==> config.mk <==
export PLATFORM = sky130hd
export DESIGN_NAME = dpram_xfer_arbiter
export DESIGN_NICKNAME = d
export VERILOG_FILES = /design/src/rtl/dpram_xfer_arbiter.sv
export SDC_FILE = /design/constraint.sdc
export NUM_CORES = 1
export LEC_CHECK = 0
export BUFFER_PORTS_ARGS = -buffer_cell sky130_fd_sc_hd__buf_2
export CAP_MARGIN = 30
export CORE_MARGIN = 1
export CORE_UTILIZATION = 45
export DETAILED_ROUTE_END_ITERATION = 10
export GPL_ROUTABILITY_DRIVEN = 0
export HOLD_SLACK_MARGIN = 0.12
export PLACE_DENSITY = 0.81
export SLEW_MARGIN = 15
export SYNTH_ARGS = -nofsm -noshare
export SYNTH_HDL_FRONTEND = slang
export SYNTH_SLANG_ARGS = --single-unit
==> constraint.sdc <==
create_clock -name clk -period 2 [get_ports clk]
set_input_delay 0.3 -clock clk [delete_from_list [all_inputs] [get_ports clk]]
set_output_delay 0.3 -clock clk [all_outputs]
set_load 0.05 [all_outputs]
==> src/rtl/dpram_xfer_arbiter.sv <==
// Round-robin owner arbitration for a shared host-readout DPRAM, with ready/done buffer handoff.
// Optional host-phase watchdog: define DPRAM_XFER_ARBITER_TIMEOUT_EN.
module dpram_xfer_arbiter #(
    parameter int unsigned N_REQ             = 2,
    parameter int unsigned P_DPRAM_ADR_WIDTH = 10,
    parameter int unsigned P_SRC_WIDTH       = 4,
    parameter int unsigned P_TIMEOUT         = 1048576
) (
    input  logic                             clk,
    input  logic                             rst_n,
    input  logic                             en,
    input  logic [N_REQ-1:0]                 req_want,
    input  logic [N_REQ-1:0]                 req_lock,
    input  logic [N_REQ-1:0]                 req_run,
    input  logic [N_REQ*16-1:0]              req_len,
    input  logic [N_REQ-1:0]                 req_wren,
    input  logic [N_REQ*P_DPRAM_ADR_WIDTH-1:0] req_addr,
    input  logic [N_REQ*32-1:0]              req_data,
    output logic [N_REQ-1:0]                 req_busy,
    output logic [N_REQ-1:0]                 grant,
    output logic                             dpram_wren,
    output logic [P_DPRAM_ADR_WIDTH-1:0]     dpram_addr,
    output logic [31:0]                      dpram_data,
    output logic                             dpram_ready,
    output logic [15:0]                      dpram_len,
    output logic [P_SRC_WIDTH-1:0]           dpram_src,
    input  logic                             dpram_done,
    output logic                             err_wr_drop,
    output logic                             host_timeout
);

    localparam int unsigned IdxW = (N_REQ > 1) ? $clog2(N_REQ) : 1;

    typedef enum logic [1:0] {StIdle, StFill, StHost, StRelease} state_e;

    state_e                         state_q;
    logic [IdxW-1:0]                rr_q;
    logic [IdxW-1:0]                own_q;
    logic                           wrote_q;
    logic [N_REQ-1:0]               grant_q;
    logic [N_REQ-1:0]               busy_q;
    logic                           wren_q;
    logic [P_DPRAM_ADR_WIDTH-1:0]   addr_q;
    logic [31:0]                    data_q;
    logic                           ready_q;
    logic [15:0]                    len_q;
    logic [P_SRC_WIDTH-1:0]         src_q;
    logic                           err_q;

    int unsigned                    rr_i;
    int unsigned                    own_i;
    int unsigned                    cand;
    logic                           hit;
    logic [IdxW-1:0]                hit_idx;
    logic [N_REQ-1:0]               hit_mask;
    logic [N_REQ-1:0]               own_mask;

    logic                           own_want;
    logic                           own_lock;
    logic                           own_run;
    logic                           own_wren;
    logic [15:0]                    own_len;
    logic [P_DPRAM_ADR_WIDTH-1:0]   own_addr;
    logic [31:0]                    own_data;
    logic                           fwd;
    logic                           wr_drop;

    assign rr_i  = 32'(rr_q);
    assign own_i = 32'(own_q);

    // Search starts one past the last owner so every requester gets a turn.
    always_comb begin
        hit     = 1'b0;
        hit_idx = '0;
        cand    = 0;
        for (int unsigned i = 1; i <= N_REQ; i++) begin
            cand = (rr_i + i) % N_REQ;
            if (!hit && req_want[cand]) begin
                hit     = 1'b1;
                hit_idx = IdxW'(cand);
            end
        end
    end

    assign hit_mask = N_REQ'(1) << hit_idx;
    assign own_mask = N_REQ'(1) << own_q;

    always_comb begin
        own_want = req_want[own_i];
        own_lock = req_lock[own_i];
        own_run  = req_run[own_i];
        own_wren = req_wren[own_i];
        own_len  = req_len[own_i*16 +: 16];
        own_addr = req_addr[own_i*P_DPRAM_ADR_WIDTH +: P_DPRAM_ADR_WIDTH];
        own_data = req_data[own_i*32 +: 32];
    end

    assign fwd     = (state_q == StFill) && own_wren;
    assign wr_drop = |(req_wren & ~(fwd ? own_mask : '0));

`ifdef DPRAM_XFER_ARBITER_TIMEOUT_EN
    localparam logic [31:0] TimeoutLast = 32'(P_TIMEOUT - 1);
    logic [31:0] cnt_q;
    logic        timeout_q;
    assign host_timeout = timeout_q;
`else
    assign host_timeout = 1'b0;
`endif

    always_ff @(posedge clk or negedge rst_n) begin
        if (!rst_n) begin
            state_q   <= StIdle;
            rr_q      <= '0;
            own_q     <= '0;
            wrote_q   <= 1'b0;
            grant_q   <= '0;
            busy_q    <= '1;
            wren_q    <= 1'b0;
            addr_q    <= '0;
            data_q    <= '0;
            ready_q   <= 1'b0;
            len_q     <= '0;
            src_q     <= '0;
            err_q     <= 1'b0;
`ifdef DPRAM_XFER_ARBITER_TIMEOUT_EN
            cnt_q     <= '0;
            timeout_q <= 1'b0;
`endif
        end else if (!en) begin
            state_q   <= StIdle;
            rr_q      <= '0;
            own_q     <= '0;
            wrote_q   <= 1'b0;
            grant_q   <= '0;
            busy_q    <= '1;
            wren_q    <= 1'b0;
            addr_q    <= '0;
            data_q    <= '0;
            ready_q   <= 1'b0;
            len_q     <= '0;
            src_q     <= '0;
            err_q     <= 1'b0;
`ifdef DPRAM_XFER_ARBITER_TIMEOUT_EN
            cnt_q     <= '0;
            timeout_q <= 1'b0;
`endif
        end else begin
            wren_q <= fwd;
            err_q  <= wr_drop;
            if (fwd) begin
                addr_q <= own_addr;
                data_q <= own_data;
            end
`ifdef DPRAM_XFER_ARBITER_TIMEOUT_EN
            timeout_q <= 1'b0;
`endif
            unique case (state_q)
                StIdle: begin
                    if (hit) begin
                        grant_q <= hit_mask;
                        busy_q  <= ~hit_mask;
                        own_q   <= hit_idx;
                        rr_q    <= hit_idx;
                        wrote_q <= 1'b0;
                        state_q <= StFill;
                    end
                end
                StFill: begin
                    if (fwd) begin
                        wrote_q <= 1'b1;
                    end
                    if (own_run) begin
                        len_q   <= own_len;
                        src_q   <= P_SRC_WIDTH'(own_q);
                        ready_q <= 1'b1;
                        busy_q  <= '1;
                        state_q <= StHost;
`ifdef DPRAM_XFER_ARBITER_TIMEOUT_EN
                        cnt_q   <= '0;
`endif
                    end else if (!own_want && !wrote_q && !fwd) begin
                        // Owner withdrew before writing anything: give the slot back.
                        grant_q <= '0;
                        busy_q  <= '1;
                        state_q <= StIdle;
                    end
                end
                StHost: begin
                    if (dpram_done) begin
                        ready_q <= 1'b0;
                        state_q <= StRelease;
`ifdef DPRAM_XFER_ARBITER_TIMEOUT_EN
                    end else if (cnt_q == TimeoutLast) begin
                        timeout_q <= 1'b1;
                        ready_q   <= 1'b0;
                        grant_q   <= '0;
                        state_q   <= StIdle;
                    end else begin
                        cnt_q <= cnt_q + 32'd1;
`endif
                    end
                end
                StRelease: begin
                    if (own_lock && own_want) begin
                        busy_q  <= ~grant_q;
                        wrote_q <= 1'b0;
                        state_q <= StFill;
                    end else begin
                        grant_q <= '0;
                        state_q <= StIdle;
                    end
                end
                default: state_q <= StIdle;
            endcase
        end
    end

    assign req_busy    = busy_q;
    assign grant       = grant_q;
    assign dpram_wren  = wren_q;
    assign dpram_addr  = addr_q;
    assign dpram_data  = data_q;
    assign dpram_ready = ready_q;
    assign dpram_len   = len_q;
    assign dpram_src   = src_q;
    assign err_wr_drop = err_q;

endmodule

After elaboration in Yosys (flattened, before gate mapping)
Cells that the tools add are included.

Flip-flop bits (word level): 73. Input port bits: 128. Output and inout port bits: 70. Word-level logic and storage cells: 123.

$add $sub $neg: 2. $mul: 1. Order comparisons: 3. Equality and inequality tests: 19. Shift-type cells: 5. Multiplexer cells: 59. Bitwise operators: 4. Reductions and logical operators: 18.

Operators with widths (number): $mux 32 (2); $shiftx 64x7->32 (1); $mux 16 (3); $shiftx 32x6->16 (1); $mux 2 (15); $mux 1 (29); $ne 3x3->1 const B (7); $mux 10 (2); $shiftx 20x6->10 (1); $mux 4 (3); $pmux 2 s3 (2); $ne 2x1->1 const B (5); $pmux 2 s4 (1); $reduce_and 4->1 (2); $lt 1x2->1 const B (3); $not 2->2 (3); $reduce_and 3->1 (2); $logic_and 1x1->1 (5); $reduce_and 5->1 (1); $eq 2x2->1 const B (2); $logic_not 1->1 (4); $mul 1x3->4 const B (1); $ne 4x1->1 const B (1); $ne 4x3->1 const B (1); 11 further kinds (14).

Logic depth before layout (Yosys ltp)
Depth in word-level cells: 12. Gate-level depth with buffers: 8. Depth with buffers taken out: 6.

Least setup slack after synthesis
No wires, ideal clock.

Kind: reg-to-reg. From: register state_q[1]. To: register addr_q[0], in the netlist dpram_addr[0]. Setup time: 94 ps. Arrival time: 1653 ps. Data required time: 1906 ps. Slack: 253 ps. Stages on the path, launching flop included: 9. Buffers on the path: 3. Period minus slack after synthesis: 1747 ps. Path through: dfrtp_1 > inv_1 > ha_1 > buf_2 > and2_1 > buf_2 > buf_2 > nor2_1 > a211oi_1.

Longest elaborated chain between the ends: 3.

Ends and longest elaborated chain: start: declaration (line 36) `state_e state_q;`; start signal: assignment (line 112) `state_q <= StIdle;`; start signal: assignment (line 130) `state_q <= StIdle;`; start signal: assignment (line 165) `state_q <= StFill;`; $eq 2x1->1 (line 98) `assign fwd = (state_q == StFill) && own_wren;`; $logic_and 1x1->1 (line 98); $ne 2x1->1 (no source line); end signal: assignment (line 151) `addr_q <= own_addr;`; end: declaration (line 43) `logic [P_DPRAM_ADR_WIDTH-1:0] addr_q;`.

Every way passes these cells. A chain may end at the register's enable or synchronous reset.

Final worst setup path
From: register state_q[0]. To: register grant_q[1], in the netlist grant[1].

Longest elaborated chain between the ends: 6. Elaborated cells between the ends (all ways): 14. Those cells by class: eq/ne: 7; mux: 2; reduce/logical: 5.

Ends and longest elaborated chain: $eq 2x1->1 (line 98, 157); $logic_and 1x1->1 (line 98); $logic_not 1->1 (line 181) `end else if (!own_want && !wrote_q && !fwd) begin`; $logic_and 1x1->1 (line 181); $ne 3x2->1 (no source line); $reduce_and 5->1 (no source line); end signal: assignment (line 160) `grant_q <= hit_mask;`; end: declaration (line 40) `logic [N_REQ-1:0] grant_q;`.

Parallel ways exist; a longest one is shown, timed or not.

==> results.cfg <==
[route]
wl_per_cell_um = 14.5
drt-pass1-iter-count = 4
dr_total_vias = 3352
via_per_inst = 5.22
drc = 0
routed_wirelength_um = 9330
ant_nets = 0
drtIter0Drc = 66

[place]
dp_hpwl_um = 6780
placed_cells = 626
io_buffers = 193
post-place-ws_ns = 0.0762

[grt]
track_usage = 0.222
grt_start_max_net_pins = 73
overflow = 0
antenna_found_initial = 0
grt_pass1_vias = 3211
grt_pass1_wl_um = 14900

[min_path]
min_path_type = in -> reg
hold_path_depth = 3

[pwr]
p_per_area_nw_per_um2 = 1140
peakVddDrop_mv = 0.476
p_leak_nw = 2.50

[setup_path]
r2r-end = grant[1]$_DFFE_PN0P_
critPathMaxFanout = 7
cp-start-kind = flop
worstReg2RegStart = state_q[0]$_DFFE_PN0P_
endpoint_kind = flop
crit_start = state_q[0]$_DFFE_PN0P_
worstPathRequired_ns = 2.21
r2r_slack_ns = 0.11
arrival_ns = 2.10
setup.worst_path.end = grant[1]$_DFFE_PN0P_
path_class = reg -> reg
rr_worst_depth = 6

[sta]
timing.hold.ws_ns = 0.224
fmax_ghz = 0.528
min_period_ns = 1.89
finalMaxSlewViolations = 0
setup_viol = 0
rsz0062_at_grt = false
hold_viol = 0
timing.final.crit_share = 0.946
tns_ns = 0
setup_ws_ns = 0.107
tightest_slew_ns = 0.527
finClkSkew_ns = 0.00857
relSlewSlack = 0.649

[clocking]
clock_tree.root_cell = clkbuf_8
clkLatencyLatePin_ns = 0.33
cts_setup_buffers = 0
clock_path_buffers = 2
cts_tree = built
path_clk_slew_ns = 0.07
cts_buffers = 9
h-tree-depth = 3
clock-sinks = 70

[synthesis]
synth_cell_types = 43
async_flop_share = 1.00
synthCells = 347
synth.area.top_cells = dfrtp_1, mux2i_1, a211oi_1
ys_seq_area_frac = 0.481
synth_edf_count = 0
synth_area_um2 = 3650
yosysWarnings = 0
synth_ff_type = dfrtp_1
ys_seq_elements = 70
yosysTopAreaCellShare = 0.466
yosys.area.top_type = dfrtp_1
avgSynthCellArea_um2 = 10.5

[finish]
final_cells = 642
layout-drive-gt1-share = 0.428
n_antenna_cell = 0
utilization = 0.631
syn2layout_area_growth_pct = 34.4
nets = 671
fill_cells = 666

[floorplan]
start_util = 0.470
fp.coreArea_um2 = 7770
die_w_um = 92.1
rows = 32
io_pins = 198
die_y_um = 92.1
die_area_um2 = 8480

[run]
maxCapViolations = 0

[status]
status = finished, final reports clean
==> metrics by stage <==
stage | area (µm²) | power [mW]
3_3_place_gp | 4710 | 4.54
6_report | 4900 | 5.57
5_1_grt | 4900 | 5.89
4_1_cts | 4880 | 5.58
3_5_place_dp | 4710 | 4.61
2_1_floorplan | 3660 | 3.92
==> critical path, stage by stage (launching register included) <==
cell and delay, ns:
dfrtp_1 0.46, inv_1 0.12, ha_1 0.30, nor2b_1 0.14, o21ai_2 0.24, o2111ai_2 0.19, mux2_1 0.34
==> per-layer routing <==
layer  global-route usage  vias to the layer above  part of all wire
li1                     -                     1623                 -
met1                0.271                     1597              0.42
met2                0.394                      117              0.52
met3               0.0299                       15             0.041
met4               0.0885                        0             0.017
met5                    0                        -                 0
==> area by class of cell <==
type | count | area [µm²] | area share
Sequential cell | 70 | 1760 | 0.358
Multi-Input combinational cell | 245 | 1740 | 0.354
Clock inverter | 2 | 10.0 | 0.00204
Timing Repair Buffer | 206 | 1110 | 0.226
Inverter | 5 | 18.8 | 0.00383
Tap cell | 102 | 128 | 0.0260
Clock buffer | 12 | 145 | 0.0296
==> state kept, by name, summed over array words and instances (netlist names) <==
signal,cells
dpram_ready,1
state_q,2
req_busy,2
dpram_data,32
grant,2
own_q,1
err_wr_drop,1
dpram_len,16
wrote_q,1
dpram_wren,1
dpram_addr,10
dpram_src,1
==> worst min path at each step <==
stage	start	endpoint	slack (ns)
floorplan	rst_n	dpram_addr[0]$_DFFE_PN0P_	0.004
global placement	rst_n	dpram_src[0]$_DFFE_PN0P_	0.35
detailed placement	rst_n	dpram_len[4]$_DFFE_PN0P_	0.36
CTS	req_wren[0]	err_wr_drop$_DFF_PN0_	0.21
global route	req_wren[0]	err_wr_drop$_DFF_PN0_	0.23
finish	req_wren[0]	err_wr_drop$_DFF_PN0_	0.22
==> cell usage after synthesis, drive strengths merged (3+ instances only) <==
cell	number
a211oi	43
a21oi	4
and3	3
buf	21
clkbuf	9
dfrtp	68
ha	6
inv	5
mux2	7
mux2i	59
nand2	24
nor2	47
o211ai	3
o21ai	20
==> kinds of logic after synthesis <==
family                     synth area share
AOI/OAI and AO/OA                     0.167
adders and majority gates            0.0206
buffers and inverters                0.0473
DFF                                   0.481
muxes                                 0.185
other                               0.00103
and+or+nand+nor                      0.0984
==> power breakdown <==
group / internal (mW) / switching, mW / leakage (nW) / total (mW)
logic: 0.848 / 1.87 / 1.48 / 2.72
clock network: 0.468 / 0.480 / 0.0821 / 0.948
registers: 1.72 / 0.180 / 0.938 / 1.90
total: 3.03 / 2.53 / 2.50 / 5.57
==> timing repair <==
action / in CTS / in global routing
hold buffers: 1 / 0
setup endpoints to repair: 0 / 35
hold endpoints to repair: 68 / 0
resized for setup: 0 / 2
==> cell usage in the layout, fill, tap and decap left out, types with 2 or more instances in the layout <==
master / count
a211oi_1: 42
a21boi_0: 2
a21oi_1: 4
a41oi_1: 2
and3_1: 3
buf_12: 2
buf_2: 193
buf_4: 9
clkbuf_1: 2
clkbuf_8: 10
clkinv_2: 2
conb_1: 4
dfrtp_1: 67
dfstp_2: 2
ha_1: 6
inv_1: 4
mux2_1: 2
mux2_2: 3
mux2_4: 2
mux2i_1: 59
nand2_1: 24
nor2_1: 47
nor2b_1: 2
o211ai_1: 2
o21ai_0: 19
o2bb2ai_1: 2
or3_1: 2
No activity file was read; power rests on OpenSTA's default activity.
